===== config.mk =====
export PLATFORM = sky130hd
export DESIGN_NAME = cal_peak_gain
export DESIGN_NICKNAME = d
export VERILOG_FILES = /design/src/rtl/cal_pkg.sv /design/src/rtl/cal_div.sv /design/src/rtl/cal_peak_gain.sv
export SDC_FILE = /design/constraint.sdc
export NUM_CORES = 1
export LEC_CHECK = 0
export BUFFER_PORTS_ARGS = -buffer_cell sky130_fd_sc_hd__buf_2
export CAP_MARGIN = 10
export CORE_MARGIN = 2
export CORE_UTILIZATION = 40
export CTS_CLUSTER_DIAMETER = 50
export DETAILED_ROUTE_END_ITERATION = 6
export GPL_ROUTABILITY_DRIVEN = 0
export PLACE_DENSITY = 0.55
export REMOVE_ABC_BUFFERS = 1
export SETUP_SLACK_MARGIN = 0.05
export SYNTH_ARGS = -nofsm -noshare
export SYNTH_HDL_FRONTEND = slang
export SYNTH_SLANG_ARGS = --single-unit

===== constraint.sdc =====
create_clock -name clk -period 9 [get_ports clk]
set_clock_uncertainty 0.2 [all_clocks]
set_input_delay 1.35 -clock clk [delete_from_list [all_inputs] [get_ports clk]]
set_output_delay 1.35 -clock clk [all_outputs]
set_load 0.03 [all_outputs]

===== src/rtl/cal_pkg.sv =====
// Shared widths, FSM encoding and the bin-magnitude helper for the peak-gain calibrator.
package cal_pkg;

    localparam int DATA_W    = 24;
    localparam int MAG_W     = 25;
    localparam int BIN_W     = 11;
    localparam int DIV_ITERS = 24;

    typedef enum logic [1:0] {
        ST_ACC  = 2'd0,
        ST_DIV  = 2'd1,
        ST_DONE = 2'd2
    } cal_state_t;

    // L1 magnitude; negating -2^23 yields 0x800000, which read as unsigned is exactly 2^23.
    function automatic logic [MAG_W-1:0] cal_mag(input logic [DATA_W-1:0] re,
                                                 input logic [DATA_W-1:0] im);
        logic [DATA_W-1:0] a_re;
        logic [DATA_W-1:0] a_im;
        a_re = re[DATA_W-1] ? -re : re;
        a_im = im[DATA_W-1] ? -im : im;
        return {1'b0, a_re} + {1'b0, a_im};
    endfunction

endpackage


===== src/rtl/cal_div.sv =====
// Restoring divider: quotient = floor((mag_y << FRAC_BITS) / mag_x), one bit per cycle.
module cal_div
    import cal_pkg::*;
#(
    parameter int FRAC_BITS = 12
) (
    input  logic                 clk,
    input  logic                 rst_n,
    input  logic                 i_start,
    input  logic [MAG_W-1:0]     i_mag_x,
    input  logic [MAG_W-1:0]     i_mag_y,
    output logic                 o_done,
    output logic                 o_sat,
    output logic [DIV_ITERS-1:0] o_quot
);

    localparam int DVD_W = MAG_W + FRAC_BITS;
    localparam int CNT_W = $clog2(DIV_ITERS + 1);

    logic [DVD_W-1:0]     w_dvd;
    logic [DVD_W-1:0]     w_mx_sh;
    logic [MAG_W-1:0]     w_hi;
    logic [DIV_ITERS-1:0] w_lo;
    logic                 w_sat;
    logic [MAG_W:0]       w_trial;
    logic                 w_ge;

    logic [MAG_W-1:0]     r_dvs;
    logic [MAG_W-1:0]     r_rem;
    logic [DIV_ITERS-1:0] r_q;
    logic [CNT_W-1:0]     r_cnt;
    logic                 r_done;
    logic                 r_sat;

    assign w_dvd   = DVD_W'(i_mag_y) << FRAC_BITS;
    assign w_mx_sh = DVD_W'(i_mag_x) << FRAC_BITS;
    assign w_hi    = MAG_W'(w_dvd >> DIV_ITERS);
    assign w_lo    = w_dvd[DIV_ITERS-1:0];
    // The last term also flags any quotient that would not fit in DIV_ITERS bits.
    assign w_sat   = (i_mag_x == '0) || (DVD_W'(i_mag_y) >= w_mx_sh) || (w_hi >= i_mag_x);

    // r_q starts as the low dividend bits and fills with quotient bits from the right.
    assign w_trial = {r_rem, r_q[DIV_ITERS-1]};
    assign w_ge    = w_trial >= {1'b0, r_dvs};

    // NOTE: state registers use non-blocking assignments so every flop samples pre-edge values.
    always_ff @(posedge clk or negedge rst_n) begin
        if (!rst_n) begin
            r_dvs  <= '0;
            r_rem  <= '0;
            r_q    <= '0;
            r_cnt  <= '0;
            r_done <= 1'b0;
            r_sat  <= 1'b0;
        end else if (i_start) begin
            r_dvs  <= i_mag_x;
            r_rem  <= w_hi;
            r_q    <= w_lo;
            r_sat  <= w_sat;
            r_cnt  <= CNT_W'(DIV_ITERS);
            r_done <= 1'b0;
        end else if (r_cnt != '0) begin
            r_rem  <= MAG_W'(w_ge ? (w_trial - {1'b0, r_dvs}) : w_trial);
            r_q    <= {r_q[DIV_ITERS-2:0], w_ge};
            r_cnt  <= r_cnt - 1'b1;
            r_done <= (r_cnt == CNT_W'(1));
        end else begin
            r_done <= 1'b0;
        end
    end

    assign o_done = r_done;
    assign o_sat  = r_sat;
    assign o_quot = r_q;

endmodule


===== src/rtl/cal_peak_gain.sv =====
// Finds the reference-channel FFT peak per frame and reports |Y|/|X| at that bin.
module cal_peak_gain
    import cal_pkg::*;
#(
    parameter int FRAME_LEN = 2048,
    parameter int FRAC_BITS = 12,
    parameter int SKIP_DC   = 1
) (
    input  logic              clk,
    input  logic              rst_n,
    input  logic [DATA_W-1:0] x_re,
    input  logic [DATA_W-1:0] x_im,
    input  logic [DATA_W-1:0] y_re,
    input  logic [DATA_W-1:0] y_im,
    input  logic              fft_out_valid,
    output logic [DATA_W-1:0] gain,
    output logic [BIN_W-1:0]  peak_bin,
    output logic              calvalid
);

    cal_state_t r_state;
    cal_state_t w_state_nxt;

    logic [BIN_W-1:0]  r_bin;
    logic [MAG_W-1:0]  r_pk_mx;
    logic [MAG_W-1:0]  r_pk_my;
    logic [BIN_W-1:0]  r_pk_bin;
    logic [BIN_W-1:0]  r_hold_bin;
    logic [DATA_W-1:0] r_gain;
    logic [BIN_W-1:0]  r_peak_bin;
    logic              r_calvalid;

    logic [MAG_W-1:0]  w_mag_x;
    logic [MAG_W-1:0]  w_mag_y;
    logic              w_last;
    logic              w_close;
    logic              w_take;
    logic [MAG_W-1:0]  w_fin_mx;
    logic [MAG_W-1:0]  w_fin_my;
    logic [BIN_W-1:0]  w_fin_bin;
    logic              w_publish;
    logic              w_div_done;
    logic              w_div_sat;
    logic [DATA_W-1:0] w_div_quot;

    assign w_mag_x = cal_mag(x_re, x_im);
    assign w_mag_y = cal_mag(y_re, y_im);
    assign w_last  = (r_bin == BIN_W'(FRAME_LEN - 1));
    assign w_close = fft_out_valid && w_last;
    // Strict compare keeps the earliest bin on ties.
    assign w_take  = fft_out_valid && ((SKIP_DC == 0) || (r_bin != '0)) && (w_mag_x > r_pk_mx);

    // The closing sample may itself be the peak, so the divider sees the post-sample view.
    assign w_fin_mx  = w_take ? w_mag_x : r_pk_mx;
    assign w_fin_my  = w_take ? w_mag_y : r_pk_my;
    assign w_fin_bin = w_take ? r_bin   : r_pk_bin;

    always_ff @(posedge clk or negedge rst_n) begin
        if (!rst_n) begin
            r_bin      <= '0;
            r_pk_mx    <= '0;
            r_pk_my    <= '0;
            r_pk_bin   <= '0;
            r_hold_bin <= '0;
        end else if (fft_out_valid) begin
            if (w_last) begin
                r_bin      <= '0;
                r_pk_mx    <= '0;
                r_pk_my    <= '0;
                r_pk_bin   <= '0;
                r_hold_bin <= w_fin_bin;
            end else begin
                r_bin <= r_bin + 1'b1;
                if (w_take) begin
                    r_pk_mx  <= w_mag_x;
                    r_pk_my  <= w_mag_y;
                    r_pk_bin <= r_bin;
                end
            end
        end
    end

    cal_div #(
        .FRAC_BITS (FRAC_BITS)
    ) u_div (
        .clk     (clk),
        .rst_n   (rst_n),
        .i_start (w_close),
        .i_mag_x (w_fin_mx),
        .i_mag_y (w_fin_my),
        .o_done  (w_div_done),
        .o_sat   (w_div_sat),
        .o_quot  (w_div_quot)
    );

    always_ff @(posedge clk or negedge rst_n) begin
        if (!rst_n) r_state <= ST_ACC;
        else        r_state <= w_state_nxt;
    end

    // NOTE: every always_comb output gets a default first, so no path can infer a latch.
    always_comb begin
        w_state_nxt = r_state;
        w_publish   = 1'b0;
        case (r_state)
            ST_ACC:  w_state_nxt = ST_ACC;
            ST_DIV:  if (w_div_done) w_state_nxt = ST_DONE;
            ST_DONE: begin
                w_state_nxt = ST_ACC;
                w_publish   = 1'b1;
            end
            default: w_state_nxt = ST_ACC;
        endcase
        // A new frame close restarts the divider and drops any pending result.
        if (w_close) begin
            w_state_nxt = ST_DIV;
            w_publish   = 1'b0;
        end
    end

    always_ff @(posedge clk or negedge rst_n) begin
        if (!rst_n) begin
            r_gain     <= '0;
            r_peak_bin <= '0;
            r_calvalid <= 1'b0;
        end else begin
            r_calvalid <= w_publish;
            if (w_publish) begin
                r_gain     <= w_div_sat ? '1 : w_div_quot;
                r_peak_bin <= r_hold_bin;
            end
        end
    end

    assign gain     = r_gain;
    assign peak_bin = r_peak_bin;
    assign calvalid = r_calvalid;

endmodule


### Yosys cells after proc, flatten, opt, wreduce, memory -nomap -nowiden

Cells that the tools add are included.

* equal/unequal tests: 5
* add/sub/neg operators: 9
* order comparisons: 4
* reductions and logical operators: 10
* muxes and demuxes: 26

Operator list (count)
* 2-to-1 mux 25 bit: 7
* 2-to-1 mux 24 bit: 7
* negator 24 bit: 4
* adder 24 x 24 -> 25 bit: 2
* greater-or-equal comparator 25 x 37 -> 1 bit: 1
* 2-to-1 mux 11 bit: 3
* greater-or-equal comparator 26 x 25 -> 1 bit: 1
* greater-or-equal comparator 13 x 25 -> 1 bit: 1
* greater-than comparator 25 bit: 1
* logical NOT 25 bit: 1
* subtractor 25 bit: 1
* adder 11 x 1 -> 11 bit (second input constant): 1
* == test 11 bit (second input constant): 1
* nonzero test 11 bit: 1
* 2-to-1 mux 5 bit: 2
* 2-to-1 mux 2 bit: 3
* == test 5 x 1 -> 1 bit (second input constant): 1
* nonzero test 5 bit: 1
* subtractor 5 x 1 -> 5 bit (second input constant): 1
* 2-to-1 mux 1 bit: 4
* logical AND 1 bit: 3
* != test 3 x 1 -> 1 bit (second input constant): 1
* == test 2 x 1 -> 1 bit (second input constant): 1
* == test 2 bit (second input constant): 1
* 3 further kinds: 4

* register bits: 202
* output and inout port bits: 36
* input port bits: 99
* logic and storage cells: 69

### Longest topological paths before layout

* depth after elaboration: 9
* gate-level depth with buffers: 39
* depth with buffers taken out: 37

### Hierarchy

Synthesis repeated with hierarchy kept, for this count alone.

* cells, all modules: 1864
* area total of the unflattened synthesis: 15885.2 µm²

By module, submodules not included
* cal_peak_gain: instances 1, seq. area each 3027.9 µm², cells an instance 1198, area an instance 10268.6 µm²
* cal_div: instances 1, seq. area each 2026.9 µm², cells an instance 666, area an instance 5616.6 µm²

### Worst setup path before layout

OpenSTA, ideal clock, no wires.

* path type: in2reg
* start point: in x_re[4]
* end point: reg u_div.r_sat (netlist: u_div.o_sat)
* required time: 8.679 ns
* library setup time: 0.121 ns
* stages: 34
* arrival: 8.390 ns
* path buffers: 3
* path slack: 0.289 ns
* path through: or4_1 or2_2 o41ai_1 xnor2_1 ha_1 clkbuf_1 nand3_1 nor2_1 and3_1 nor4_1 o21ai_0 a31o_2 a21o_1 ha_1 nand4_1 nor4_1 nor3b_1 a211o_1 nand2_1 inv_1 clkbuf_1 clkbuf_1 a21oi_1 ha_1 a21o_1 a21o_1 a211o_1 a21oi_1 o21ai_0 o21ba_2 o31ai_1 and4_1 and4_1 a32o_2

* longest elaborated chain between the ends: 9
* elaborated cells between the ends (all ways): 12
* classes of those cells: add/sub (2); order compare (3); mux (3); reduce/logical (4)

Ends and longest elaborated chain
* start, declared: line cal_peak_gain.sv:11 `input logic [DATA_W-1:0] x_re,`
* negator 24 bit: line cal_pkg.sv:20 `a_re = re[DATA_W-1] ? -re : re;`
* 2-to-1 mux 24 bit *: line cal_pkg.sv:20
* adder 24 x 24 -> 25 bit *: line cal_pkg.sv:22 `return {1'b0, a_re} + {1'b0, a_im};`
* greater-than comparator 25 bit: line cal_peak_gain.sv:51 `assign w_take = fft_out_valid && ((SKIP_DC == 0) || (r_bin != '0)) && (w_mag_x > r_pk_mx);`
* logical AND 1 bit: line cal_peak_gain.sv:51
* 2-to-1 mux 25 bit
* greater-or-equal comparator 25 x 37 -> 1 bit / logical NOT 25 bit (equally long branches): line cal_div.sv:40 `assign w_sat = (i_mag_x == '0) || (DVD_W'(i_mag_y) >= w_mx_sh) || (w_hi >= i_mag_x);`
* logical OR 1 bit: line cal_div.sv:40
* logical OR 1 bit *: line cal_div.sv:40
* end signal, assigned: line cal_div.sv:59 `r_sat <= w_sat;`
* end, declared: line cal_div.sv:33 `logic r_sat;`

Mark *: on every way between the ends. The rest lies on a longest branch, timed or not.
A chain may end at the register's enable or synchronous reset.

### Worst setup path after layout

* start point: in x_re[0]
* end point: reg u_div.r_sat (netlist: u_div.o_sat)

Same word-level chain as after synthesis.

==> impl_metrics.toml <==
[timing]
tightest_slew_ns = 0.9908
max_slew_margin_pct = 33.95
hold_ws_ns = 0.2650
maxSlewViolCount = 0
period_needed_ns = 8.490
setup_slack_ns = 0.5104
timing.final.crit_share_pct = 94.33
setup_viol = 0
grt_setup_unrepaired = "no"
hold_viol_final = 0
fmax_ghz = 0.1178

[pwr]
p_sw_mw = 1.452
switching_share_pct = 37.76
p_int_mw = 2.393
powerDensity_nw_per_um2 = 221.9
p_leak_nw = 7.675
pwr-share-comb_pct = 41.6
vdd_drop_max_uv = 126.8
seqPwrFrac_pct = 28.3
pwr-share-clk_pct = 30.1

[synthesis]
synthArstFlopShare_pct = 100.0
yosys-top-cells-area = "dfrtp_1, ha_1, xnor2_1"
syn_inst = 1794
synthDistinctLibCells = 73
netlist_area_um2 = 15000
yosys_most_used_dff = "dfrtp_1"
syn_area_per_cell_um2 = 8.363
synth_top_area_cell = "dfrtp_1"
ys_seq_area_share_pct = 33.69
synth_warnings = 0
ys_ff_latch = 202
synth_edf_count = 0
synthDominantCellAreaShare_pct = 33.69

[cells_and_area]
fin_area_um2 = 17330
diodes = 0
final_layout_size_suffix_gt1_share_pct = 14.56
nets = 2137
nFillCells = 3616
finish.utilization_pct = 47.11
synthToLayoutAreaGrowth_pct = 15.51

[critical_path]
reg2reg_to = "u_div.o_sat$_DFFE_PN0P_"
cp_slowest_cell = "nor4_2"
path_class = "in -> reg"
r2r_start = "r_bin[0]$_DFFE_PN0P_"
arrival_ns = 8.72
worstRegToRegCells = 21
cpMostUsedCell = "ha_1"
cp-start-kind = "input pin"
crit_path_end = "u_div.o_sat$_DFFE_PN0P_"
required_ns = 9.23
reg2reg_slack_ns = 3.67
critPathMaxFanout = 21
cpPeakStageDelay_ns = 0.38
worstSetupEndpointType = "register"
cp-startpoint = "x_re[0]"

[run_status]
status = "completed"

[detailed_routing]
via_per_inst = 5.493
ant_nets = 0
vias = 13210
finalWirelength_um = 39650
drt_iter0_markers = 672
drc = 0
wl_per_cell_um = 16.49
firstDrtPassIters = 5

[grt]
grt_max_degree = 72
grt_use_total_pct = 20.41
antenna_found_initial = 0
grt_pass1_wl_um = 65870
grt_pass1_vias = 12930
grt_overflow = 0

[clock_tree]
cts_buffer_depth = 3
cts_tree = "yes"
clkSinkCount = 202
insertion_delay_ns = 0.54
h-tree-depth = 1
cts_made_buffers = 29
clk_pin_slew_worst_paths_ns = 0.06
cts_root_buf = "clkbuf_16"
hold_buffers = 0

[floorplanning]
die_h_um = 197.7
placementRows = 70
pin_count = 135
initial_core_util_pct = 40.79
core_um2 = 36790
die_x_um = 197.7
die-area_um2 = 39070

[placement]
post-place-ws_ns = -0.3489
io_buffers = 134
hpwlAfterDp_um = 29220
placed_area_um2 = 16270

[job]
maxCapViolCount = 0

[hold_path]
holdPathStages = 1
hp-class = "reg -> reg"
==> repair_timing <==
action,in CTS,in global routing
endpoints found under the setup margin,0,1
buffers inserted,0,1
gates resized for setup,0,13
==> cell families after synthesis <==
logic type      after synthesis  share of synthesized area (%)
mux                          30                          2.168
flops                       202                          33.69
fa+ha+maj                   123                          10.41
buf+inv                     183                          4.662
xor+xnor                    156                          9.107
compound gates              555                          23.34
simple gates                545                          16.62
==> power by group through the flow <==
stage                     combinational, mW  clock (mW)  sequential [mW]
final                                  1.60        1.16             1.09
after global routing                   1.80        1.22             1.10
after CTS                              1.59        1.18             1.09
after detailed placement               1.58           0             1.10
after global placement                 1.55           0             1.10
after floorplan                        1.06           0             1.08
==> cell usage in the layout (no fill, tap or decap), types with 11 or more instances in the layout <==
cell and n:
dfrtp_1 202, nand2_1 199, a21oi_1 164, nor2_1 163, buf_2 133, xnor2_1 132
o21ai_0 120, ha_1 120, inv_1 99, o22ai_1 41, buf_4 37, a21o_1 36
nor3_1 30, clkbuf_16 29, o31ai_1 28, xor2_1 24, a31oi_1 23, nand2b_1 22
nand3_1 22, mux2_2 20, a211oi_1 19, and3_1 18, a22o_1 17, o41ai_1 13
or3_1 11, o21a_1 11
==> registers in the layout, indices dropped and copies added, names as in the netlist, 24 cells and up <==
| name | count |
|---|---|
| r_pk_mx | 25 |
| u_div.o_quot | 24 |
| u_div.r_dvs | 25 |
| r_pk_my | 25 |
| gain | 24 |
| u_div.r_rem | 25 |
==> final cells by class <==
class                      instances  area, um2  area share, %
clock buffer                      37      795.8          4.592
clock inverter                    16      197.7          1.141
inverter                         100      375.4          2.166
multi-input combinational       1409       9333          53.85
sequential                       202       5055          29.17
tap                              468      585.6          3.379
timing repair buffer             173      988.4          5.704
==> metal layers <==
layer / track usage (%) / vias to the layer above / routed length [um]
met5: 0 / - / 0
met4: 3.815 / 0 / 520
met3: 1.895 / 42 / 1422
met2: 35.19 / 240 / 18770
met1: 28.01 / 6268 / 18930
li1: - / 6661 / -
==> cells in the mapped netlist (4+ instances only) <==
master,count
a41oi_1,4
or4_1,10
nand2b_1,23
a211o_1,5
o2bb2ai_1,6
nor2_1,163
o211a_1,4
or3_1,12
inv_1,100
mux2_2,20
nor3_1,32
o22ai_1,41
dfrtp_1,202
o21bai_1,8
or2_2,10
nand2_1,201
xnor2_1,132
nor2b_1,10
a21oi_1,166
and3_1,18
o211ai_1,6
a22o_1,17
xor2_1,24
o31ai_1,29
nand3_1,22
nor4_1,10
a31oi_1,23
nor3b_1,4
o21ai_0,122
a31o_2,4
and4_1,7
mux2i_1,10
buf_2,10
a21boi_0,6
nand4_1,10
ha_1,120
a21o_1,36
o21a_1,11
a211oi_1,19
clkbuf_1,61
o41ai_1,15
buf_1,12
==> worst min-delay path by stage <==
stage	startpoint	to	slack, ns
after floorplan	u_div.o_done$_DFF_PN0_	r_state[0]$_DFFE_PN0P_	0.23
after global placement	u_div.o_done$_DFF_PN0_	r_state[0]$_DFFE_PN0P_	0.23
after detailed placement	u_div.o_done$_DFF_PN0_	r_state[0]$_DFFE_PN0P_	0.25
after CTS	u_div.o_done$_DFF_PN0_	r_state[0]$_DFFE_PN0P_	0.27
after global routing	u_div.r_dvs[7]$_DFFE_PN0P_	u_div.r_dvs[7]$_DFFE_PN0P_	0.30
final	u_div.o_done$_DFF_PN0_	r_state[0]$_DFFE_PN0P_	0.26
==> stage by stage <==
stage,total power [mW],setup TNS (ns),cells
after floorplan,2.139,-1.249,1711
after global placement,2.652,-0.006898,2351
after detailed placement,2.684,-0.3489,2351
after CTS,3.855,0,2404
after global routing,4.126,0,2405
final,3.845,0,2405
==> critical path, delay by kind of cell <==
family,cells,cell delay [ns]
compound gates,16,2.86
xor+xnor,2,0.26
fa+ha+maj,4,1.06
buf+inv,6,0.73
simple gates,12,2.41
Power figures use the tool's default switching activity.
